File: src/rtl/mm2s_lite_wr_master_if.sv
// ---------------------------------------------------------------------------
// mm2s_lite_wr_master_if
//
// AXI4-Lite write-only bus between the MM2S register-write master and the
// DMA register slave. Read channels are not carried because the master
// only writes registers.
//
// Signals:
//   m_axi_awaddr / m_axi_awprot / m_axi_awvalid / m_axi_awready : AW channel
//   m_axi_wdata  / m_axi_wstrb  / m_axi_wvalid  / m_axi_wready  : W channel
//   m_axi_bresp  / m_axi_bvalid / m_axi_bready                  : B channel
//
// Modports:
//   master : drives AW/W payload and valids plus bready
//   slave  : drives awready, wready and the B response
// ---------------------------------------------------------------------------
interface mm2s_lite_wr_master_if #(
  parameter int ADDR_W = 10,
  parameter int DATA_W = 32
);
  logic [ADDR_W-1:0]   m_axi_awaddr;
  logic [2:0]          m_axi_awprot;
  logic                m_axi_awvalid;
  logic                m_axi_awready;
  logic [DATA_W-1:0]   m_axi_wdata;
  logic [DATA_W/8-1:0] m_axi_wstrb;
  logic                m_axi_wvalid;
  logic                m_axi_wready;
  logic [1:0]          m_axi_bresp;
  logic                m_axi_bvalid;
  logic                m_axi_bready;

  modport master (
    output m_axi_awaddr,
    output m_axi_awprot,
    output m_axi_awvalid,
    input  m_axi_awready,
    output m_axi_wdata,
    output m_axi_wstrb,
    output m_axi_wvalid,
    input  m_axi_wready,
    input  m_axi_bresp,
    input  m_axi_bvalid,
    output m_axi_bready
  );

  modport slave (
    input  m_axi_awaddr,
    input  m_axi_awprot,
    input  m_axi_awvalid,
    output m_axi_awready,
    input  m_axi_wdata,
    input  m_axi_wstrb,
    input  m_axi_wvalid,
    output m_axi_wready,
    output m_axi_bresp,
    output m_axi_bvalid,
    input  m_axi_bready
  );
endinterface

File: src/rtl/mm2s_lite_wr_master.sv
// ---------------------------------------------------------------------------
// mm2s_lite_wr_master
//
// Turns single register-write requests from the MM2S control FSM into one
// AXI4-Lite write transaction each, toward the DMA register slave, and
// reports completion with a one-cycle lite_end pulse. Only one transaction
// is ever outstanding; requests arriving while busy are ignored.
//
// Ports:
//   clk          : single clock, rising edge
//   rst_n        : asynchronous active-low reset (released synchronously
//                  through an internal two-flop synchroniser)
//   lite_valid   : write request, sampled only while idle
//   lite_awaddr  : request byte address
//   lite_wdata   : request write data
//   lite_end     : one-cycle completion pulse
//   lite_err     : valid with lite_end; 1 when BRESP was SLVERR or DECERR
//   busy         : high from the cycle after accept through DONE
//   wr_count     : number of completed writes, wraps
//   axi          : AXI4-Lite write master (AW, W, B channels)
//
// Every AXI output comes straight from a flop, so no valid depends
// combinationally on a ready and no AXI input reaches an AXI output
// without a register in between.
// ---------------------------------------------------------------------------
module mm2s_lite_wr_master #(
  parameter int ADDR_W = 10,
  parameter int DATA_W = 32,
  parameter int CNT_W  = 16
) (
  input  logic                  clk,
  input  logic                  rst_n,
  input  logic                  lite_valid,
  input  logic [ADDR_W-1:0]     lite_awaddr,
  input  logic [DATA_W-1:0]     lite_wdata,
  output logic                  lite_end,
  output logic                  lite_err,
  output logic                  busy,
  output logic [CNT_W-1:0]      wr_count,
  mm2s_lite_wr_master_if.master axi
);

  typedef enum logic [1:0] {
    IDLE      = 2'd0,
    ADDR_DATA = 2'd1,
    WAIT_RESP = 2'd2,
    DONE      = 2'd3
  } state_t;

  // -------------------------------------------------------------------------
  // Reset synchroniser: assertion is immediate, release is aligned to clk so
  // every flop below leaves reset in the same cycle.
  // -------------------------------------------------------------------------
  logic rst_meta;
  logic rst_sync_n;

  always_ff @(posedge clk or negedge rst_n) begin
    if (!rst_n) begin
      rst_meta   <= 1'b0;
      rst_sync_n <= 1'b0;
    end else begin
      rst_meta   <= 1'b1;
      rst_sync_n <= rst_meta;
    end
  end

  // -------------------------------------------------------------------------
  // Registered state and outputs
  // -------------------------------------------------------------------------
  state_t              state,       state_nxt;
  logic [ADDR_W-1:0]   awaddr_q,    awaddr_nxt;
  logic [DATA_W-1:0]   wdata_q,     wdata_nxt;
  logic                awvalid_q,   awvalid_nxt;
  logic                wvalid_q,    wvalid_nxt;
  logic                bready_q,    bready_nxt;
  logic                aw_done,     aw_done_nxt;
  logic                w_done,      w_done_nxt;
  logic                lite_end_q,  lite_end_nxt;
  logic                lite_err_q,  lite_err_nxt;
  logic                busy_q,      busy_nxt;
  logic [CNT_W-1:0]    wr_count_q,  wr_count_nxt;

  // Handshakes seen in the current cycle
  logic aw_hs;
  logic w_hs;
  logic resp_err;

  assign aw_hs    = awvalid_q & axi.m_axi_awready;
  assign w_hs     = wvalid_q  & axi.m_axi_wready;
  // SLVERR (2'b10) and DECERR (2'b11) both report failure; OKAY/EXOKAY do not.
  assign resp_err = (axi.m_axi_bresp == 2'b10) || (axi.m_axi_bresp == 2'b11);

  // -------------------------------------------------------------------------
  // State register (all state, including payload, clears on reset)
  // -------------------------------------------------------------------------
  always_ff @(posedge clk or negedge rst_sync_n) begin
    if (!rst_sync_n) begin
      state      <= IDLE;
      awaddr_q   <= '0;
      wdata_q    <= '0;
      awvalid_q  <= 1'b0;
      wvalid_q   <= 1'b0;
      bready_q   <= 1'b0;
      aw_done    <= 1'b0;
      w_done     <= 1'b0;
      lite_end_q <= 1'b0;
      lite_err_q <= 1'b0;
      busy_q     <= 1'b0;
      wr_count_q <= '0;
    end else begin
      state      <= state_nxt;
      awaddr_q   <= awaddr_nxt;
      wdata_q    <= wdata_nxt;
      awvalid_q  <= awvalid_nxt;
      wvalid_q   <= wvalid_nxt;
      bready_q   <= bready_nxt;
      aw_done    <= aw_done_nxt;
      w_done     <= w_done_nxt;
      lite_end_q <= lite_end_nxt;
      lite_err_q <= lite_err_nxt;
      busy_q     <= busy_nxt;
      wr_count_q <= wr_count_nxt;
    end
  end

  // -------------------------------------------------------------------------
  // Next-state and next-output logic
  // -------------------------------------------------------------------------
  always_comb begin
    state_nxt    = state;
    awaddr_nxt   = awaddr_q;
    wdata_nxt    = wdata_q;
    awvalid_nxt  = awvalid_q;
    wvalid_nxt   = wvalid_q;
    bready_nxt   = bready_q;
    aw_done_nxt  = aw_done;
    w_done_nxt   = w_done;
    lite_end_nxt = 1'b0;
    lite_err_nxt = lite_err_q;
    busy_nxt     = busy_q;
    wr_count_nxt = wr_count_q;

    unique case (state)
      IDLE: begin
        if (lite_valid) begin
          awaddr_nxt  = lite_awaddr;
          wdata_nxt   = lite_wdata;
          awvalid_nxt = 1'b1;
          wvalid_nxt  = 1'b1;
          busy_nxt    = 1'b1;
          aw_done_nxt = 1'b0;
          w_done_nxt  = 1'b0;
          state_nxt   = ADDR_DATA;
        end
      end

      ADDR_DATA: begin
        // AW and W retire independently; each valid drops after its own beat.
        if (aw_hs) begin
          awvalid_nxt = 1'b0;
          aw_done_nxt = 1'b1;
        end
        if (w_hs) begin
          wvalid_nxt = 1'b0;
          w_done_nxt = 1'b1;
        end
        // bready is only raised here, so a bvalid that is already high when
        // the last beat completes is taken one cycle later, in WAIT_RESP.
        if ((aw_done || aw_hs) && (w_done || w_hs)) begin
          bready_nxt  = 1'b1;
          aw_done_nxt = 1'b0;
          w_done_nxt  = 1'b0;
          state_nxt   = WAIT_RESP;
        end
      end

      WAIT_RESP: begin
        // bready is high throughout this state, so bvalid alone is the
        // B handshake.
        if (axi.m_axi_bvalid) begin
          bready_nxt   = 1'b0;
          lite_err_nxt = resp_err;
          lite_end_nxt = 1'b1;
          wr_count_nxt = wr_count_q + CNT_W'(1);
          state_nxt    = DONE;
        end
      end

      DONE: begin
        // lite_valid is deliberately not looked at here; the requester
        // gets one cycle after lite_end to retire or replace its request.
        busy_nxt     = 1'b0;
        lite_err_nxt = 1'b0;
        state_nxt    = IDLE;
      end

      default: begin
        state_nxt = IDLE;
      end
    endcase
  end

  // -------------------------------------------------------------------------
  // Outputs
  // -------------------------------------------------------------------------
  assign axi.m_axi_awaddr  = awaddr_q;
  assign axi.m_axi_awprot  = 3'b000;
  assign axi.m_axi_awvalid = awvalid_q;
  assign axi.m_axi_wdata   = wdata_q;
  assign axi.m_axi_wstrb   = '1;
  assign axi.m_axi_wvalid  = wvalid_q;
  assign axi.m_axi_bready  = bready_q;

  assign lite_end = lite_end_q;
  assign lite_err = lite_err_q;
  assign busy     = busy_q;
  assign wr_count = wr_count_q;

endmodule

File: src/flat_wrapper.sv
// flat-port wrapper written by rule: the top's interface ports become plain ports
module mm2s_lite_wr_master_flat 
#(
  parameter int ADDR_W = 10,
  parameter int DATA_W = 32,
  parameter int CNT_W  = 16
)
  (clk, rst_n, lite_valid, lite_awaddr, lite_wdata, lite_end, lite_err, busy, wr_count, axi_m_axi_awaddr, axi_m_axi_awprot, axi_m_axi_awvalid, axi_m_axi_awready, axi_m_axi_wdata, axi_m_axi_wstrb, axi_m_axi_wvalid, axi_m_axi_wready, axi_m_axi_bresp, axi_m_axi_bvalid, axi_m_axi_bready);
  mm2s_lite_wr_master_if #(.ADDR_W(ADDR_W), .DATA_W(DATA_W)) axi_i ();
  input  logic clk;
  input  logic rst_n;
  input  logic lite_valid;
  input  logic [ADDR_W-1:0] lite_awaddr;
  input  logic [DATA_W-1:0] lite_wdata;
  output logic lite_end;
  output logic lite_err;
  output logic busy;
  output logic [CNT_W-1:0] wr_count;
  output wire logic [$bits(axi_i.m_axi_awaddr)-1:0] axi_m_axi_awaddr;
  output wire logic [$bits(axi_i.m_axi_awprot)-1:0] axi_m_axi_awprot;
  output wire logic [$bits(axi_i.m_axi_awvalid)-1:0] axi_m_axi_awvalid;
  input wire logic [$bits(axi_i.m_axi_awready)-1:0] axi_m_axi_awready;
  output wire logic [$bits(axi_i.m_axi_wdata)-1:0] axi_m_axi_wdata;
  output wire logic [$bits(axi_i.m_axi_wstrb)-1:0] axi_m_axi_wstrb;
  output wire logic [$bits(axi_i.m_axi_wvalid)-1:0] axi_m_axi_wvalid;
  input wire logic [$bits(axi_i.m_axi_wready)-1:0] axi_m_axi_wready;
  input wire logic [$bits(axi_i.m_axi_bresp)-1:0] axi_m_axi_bresp;
  input wire logic [$bits(axi_i.m_axi_bvalid)-1:0] axi_m_axi_bvalid;
  output wire logic [$bits(axi_i.m_axi_bready)-1:0] axi_m_axi_bready;
  assign axi_m_axi_awaddr = axi_i.m_axi_awaddr;
  assign axi_m_axi_awprot = axi_i.m_axi_awprot;
  assign axi_m_axi_awvalid = axi_i.m_axi_awvalid;
  assign axi_i.m_axi_awready = axi_m_axi_awready;
  assign axi_m_axi_wdata = axi_i.m_axi_wdata;
  assign axi_m_axi_wstrb = axi_i.m_axi_wstrb;
  assign axi_m_axi_wvalid = axi_i.m_axi_wvalid;
  assign axi_i.m_axi_wready = axi_m_axi_wready;
  assign axi_i.m_axi_bresp = axi_m_axi_bresp;
  assign axi_i.m_axi_bvalid = axi_m_axi_bvalid;
  assign axi_m_axi_bready = axi_i.m_axi_bready;
  mm2s_lite_wr_master #(.ADDR_W(ADDR_W), .DATA_W(DATA_W), .CNT_W(CNT_W)) u_core (.clk(clk), .rst_n(rst_n), .lite_valid(lite_valid), .lite_awaddr(lite_awaddr), .lite_wdata(lite_wdata), .lite_end(lite_end), .lite_err(lite_err), .busy(busy), .wr_count(wr_count), .axi(axi_i));
endmodule
File: config.mk
export PLATFORM = sky130hd
export DESIGN_NAME = mm2s_lite_wr_master_flat
export DESIGN_NICKNAME = d
export VERILOG_FILES = /design/src/rtl/mm2s_lite_wr_master_if.sv /design/src/rtl/mm2s_lite_wr_master.sv /design/src/flat_wrapper.sv
export SDC_FILE = /design/constraint.sdc
export NUM_CORES = 1
export LEC_CHECK = 0
export CAP_MARGIN = 20
export CORE_ASPECT_RATIO = 1.25
export CORE_UTILIZATION = 40
export CTS_BUF_LIST = sky130_fd_sc_hd__clkbuf_8
export CTS_CLUSTER_DIAMETER = 60
export DETAILED_ROUTE_END_ITERATION = 10
export HOLD_SLACK_MARGIN = 0.06
export PLACE_DENSITY = 0.84
export SLEW_MARGIN = 20
export SYNTH_ARGS = -nofsm -noshare
export SYNTH_HDL_FRONTEND = slang
export SYNTH_SLANG_ARGS = --single-unit
File: constraint.sdc
create_clock -name clk -period 1.92 [get_ports clk]
set_input_delay 0.384 -clock clk [delete_from_list [all_inputs] [get_ports clk]]
set_output_delay 0.384 -clock clk [all_outputs]
set_load 0.02 [all_outputs]
==> impl_results.md <==
- Nets: ~390
- Post-synthesis sequential area ratio: 60.4%
- Clk_skew: 0.00884 ns
- Slowest cell delay on critical path: 0.65 ns
- Vias in the first global route: around 2,100
- DP Wirelength: 4350 um
- GRT overflow: 0
- M3 GR Usage: 4.69%
- Register bit total from synthesis: 70
- Met2 Use GR: 27.9%
- Status: finished, final reports clean
- Xor/xnor share of the synthesized area: under 10%
- Std-Cell Rows: 34
- WP data required: ~1.5 ns
- CTS tree: built
- Core area: around 0.007 mm2
- Num ports: 121
- Post-route ant nets: 0
- Final core occ: 62.4%
- CTS max path bufs: 2
- WP data arrival: 1.42 ns
- Crit. End Element: output pin
- WP buf/inv: 1
- Largest family of logic cells by synthesized area: multiplexers
- Count of cell types in the netlist: 32
- Setup tns final: 0 ns
- Clock root cell: clkbuf_8
- CTS hold repair buffers: 0
- FF/Latch Area: between 0.0015 and 0.002 mm2
- First drt pass iteration count: 4
- Simple-gate share of the synthesized area: 8.15%
- Mapped Cells: around 210
- Final WL: 5940 um
- Initial antenna violation count: 0
- FMAX: between 0.5 and 0.6 GHz
- Skew-Pair Late Insertion Delay: 0.33 ns
- Share of the synthesized area in the top cell type: 60.4%
- Count of input and output buffers: 112
- Vias per std cell: 4.82
- Syn avg cell area: 13.7 um2
- Crit path launch type: flop
- Max VDD drop: 507 uV
- Final Max Slew Viols: 0
- Clock-pin slew on the worst setup and hold paths: 0.07 ns
- # diodes: 0
- Adder-cell area share of the yosys netlist: 2.59%
- Maxcap violations: 0
- Die Ht: 97.2 um
- Post-CTS Resized: 0
- DRT iter0 DRCs: 57
- HP Class: in -> async
- Post-synth EDFFs: 0
- Synth warn: 0
- RSZ-0062 raised after global routing: no
- Period Utilization, post-route: 93.9%
- Ys flop type: dfrtp_1
- Tot GR Track Use: 16.0%
- Fraction of synthesized area in multiplexers: 17.6%
- Initial Utilization: roughly two fifths
- Area leader, netlist: dfrtp_1
- Async set-reset flop share out of synthesis: 100%
- CP Max Fanout: 6
- Setup Fix Bufs, Post-CTS: 0
- Num CTS Buffers: 9
- First-pass GRT wire length: about 9500 um
- GR Util met1: 18.2%
- Wire per inst: 13.9 um
- Most common cell after layout, fill and taps aside: clkdlybuf4s50_1
- Setup CP Type: reg -> out
- Leak Pwr: 2.06 nW
- Chip width: 78.2 um
- Compound-gate portion of the synthesized area: 3.11%
- Share of post-route cells with drive strength above 1: 21.4%
- Cells on worst reg2reg path: 6
- Area occupied by multi-input gates: 0.00107 mm2
- Largest net degree at the start of global routing: 50
- Final Wtd Congestion: 0.775
- Filler Cells Inserted: 557
- Tmin final: 1.80 ns
- Mapped cell area: 0.00290 mm2
- Die area: 0.00760 mm2
- P per Cell Area: 652 mW/mm2
- Final Setup Violations: 0
- Final Hold Vio Count: 0
- Top cells by area, synth: dfrtp_1 60%, mux2_2 17%, xnor2_1 3.9%
- Most used routing layer: met2
- Worst path slowest cell: clkdlybuf4s50_1
- Vias: 2,059
- Total power: 2.83 mW
- Sink Count: 70
- Critical-path cell list: clkdlybuf4s50_1
- H-tree depth: 3
- DRC errors left: 0
- CP delay by family, top: buffers and inverters
- P&R area growth vs syn: 50.0%
- CP Depth: 1
- Commonest cells after routing, fill and taps aside: 112 x clkdlybuf4s50_1, 69 x dfrtp_1, 43 x mux2_2
- Final hold slack: 0.224 ns
## sequential cells by signal, summed over array words and instances, names as in the netlist, 2 cells and up
| register | count |
|---|---|
| u_core.state | 2 |
| u_core.axi.m_axi_awaddr | 10 |
| u_core.wr_count | 16 |
| u_core.axi.m_axi_wdata | 32 |
## kinds of logic after synthesis
logic type | after synthesis
compound gates | 15
xor+xnor | 15
fa+ha+maj | 6
buf+inv | 18
flops | 70
mux | 45
other cells | 2
simple gates | 40
## cells in the mapped netlist (all sizes together) (4+ instances only)
library cell  count
dfrtp            70
xnor2            13
and4              4
ha                6
nand3             8
buf              11
nand2            17
inv               7
mux2             44
a21oi             5
## path summary, 6_finish.rpt
| check | slack [ns] | startpoint | to |
|---|---|---|---|
| max | 0.12 | u_core.wr_count[9]$_DFFE_PN0P_ | wr_count[9] |
| min | 0.22 | rst_n | u_core.rst_meta$_DFF_PN0_ |
| max reg2reg | 0.19 | u_core.state[1]$_DFFE_PN0P_ | u_core.state[1]$_DFFE_PN0P_ |
| min reg2reg | 0.23 | u_core.rst_sync_n$_DFF_PN0_ | u_core.axi.m_axi_wvalid$_DFFE_PN0P_ |
| max in group asynchronous | 1.07 | u_core.rst_sync_n$_DFF_PN0_ | u_core.wr_count[7]$_DFFE_PN0P_ |
| min in group clk | 0.36 | u_core.rst_meta$_DFF_PN0_ | u_core.rst_sync_n$_DFF_PN0_ |
## final cells by class
class,count,share of cell area [%]
Clock buffer,12,3.80
Sequential cell,70,40.3
Inverter,7,0.604
Clock inverter,3,0.978
Multi-Input combinational cell,129,24.7
Tap cell,90,2.59
Timing Repair Buffer,116,27.0
## power by group
group	leakage [nW]	total [mW]	internal, mW	switching [mW]
Sequential	0.962	1.49	1.48	0.00922
Combinational	0.996	0.142	0.0923	0.0495
Clock	0.104	1.21	0.698	0.510
## per-stage QoR
stage | std cells | worst slack [ns] | area (um2)
finish | 427 | 0.117 | 4350
global route | 427 | 0.0464 | 4350
CTS | 427 | 0.0818 | 4350
detailed placement | 412 | 0.0944 | 4140
global placement | 412 | 0.0903 | 4140
floorplan | 217 | 0.325 | 2920
## routing by layer
layer,vias up,part of all wire (%)
li1,956,-
met1,1004,41
met2,92,50
met3,7,8.2
met4,0,0.99
met5,-,0
Note: power is estimated with default switching activity, not from simulation.
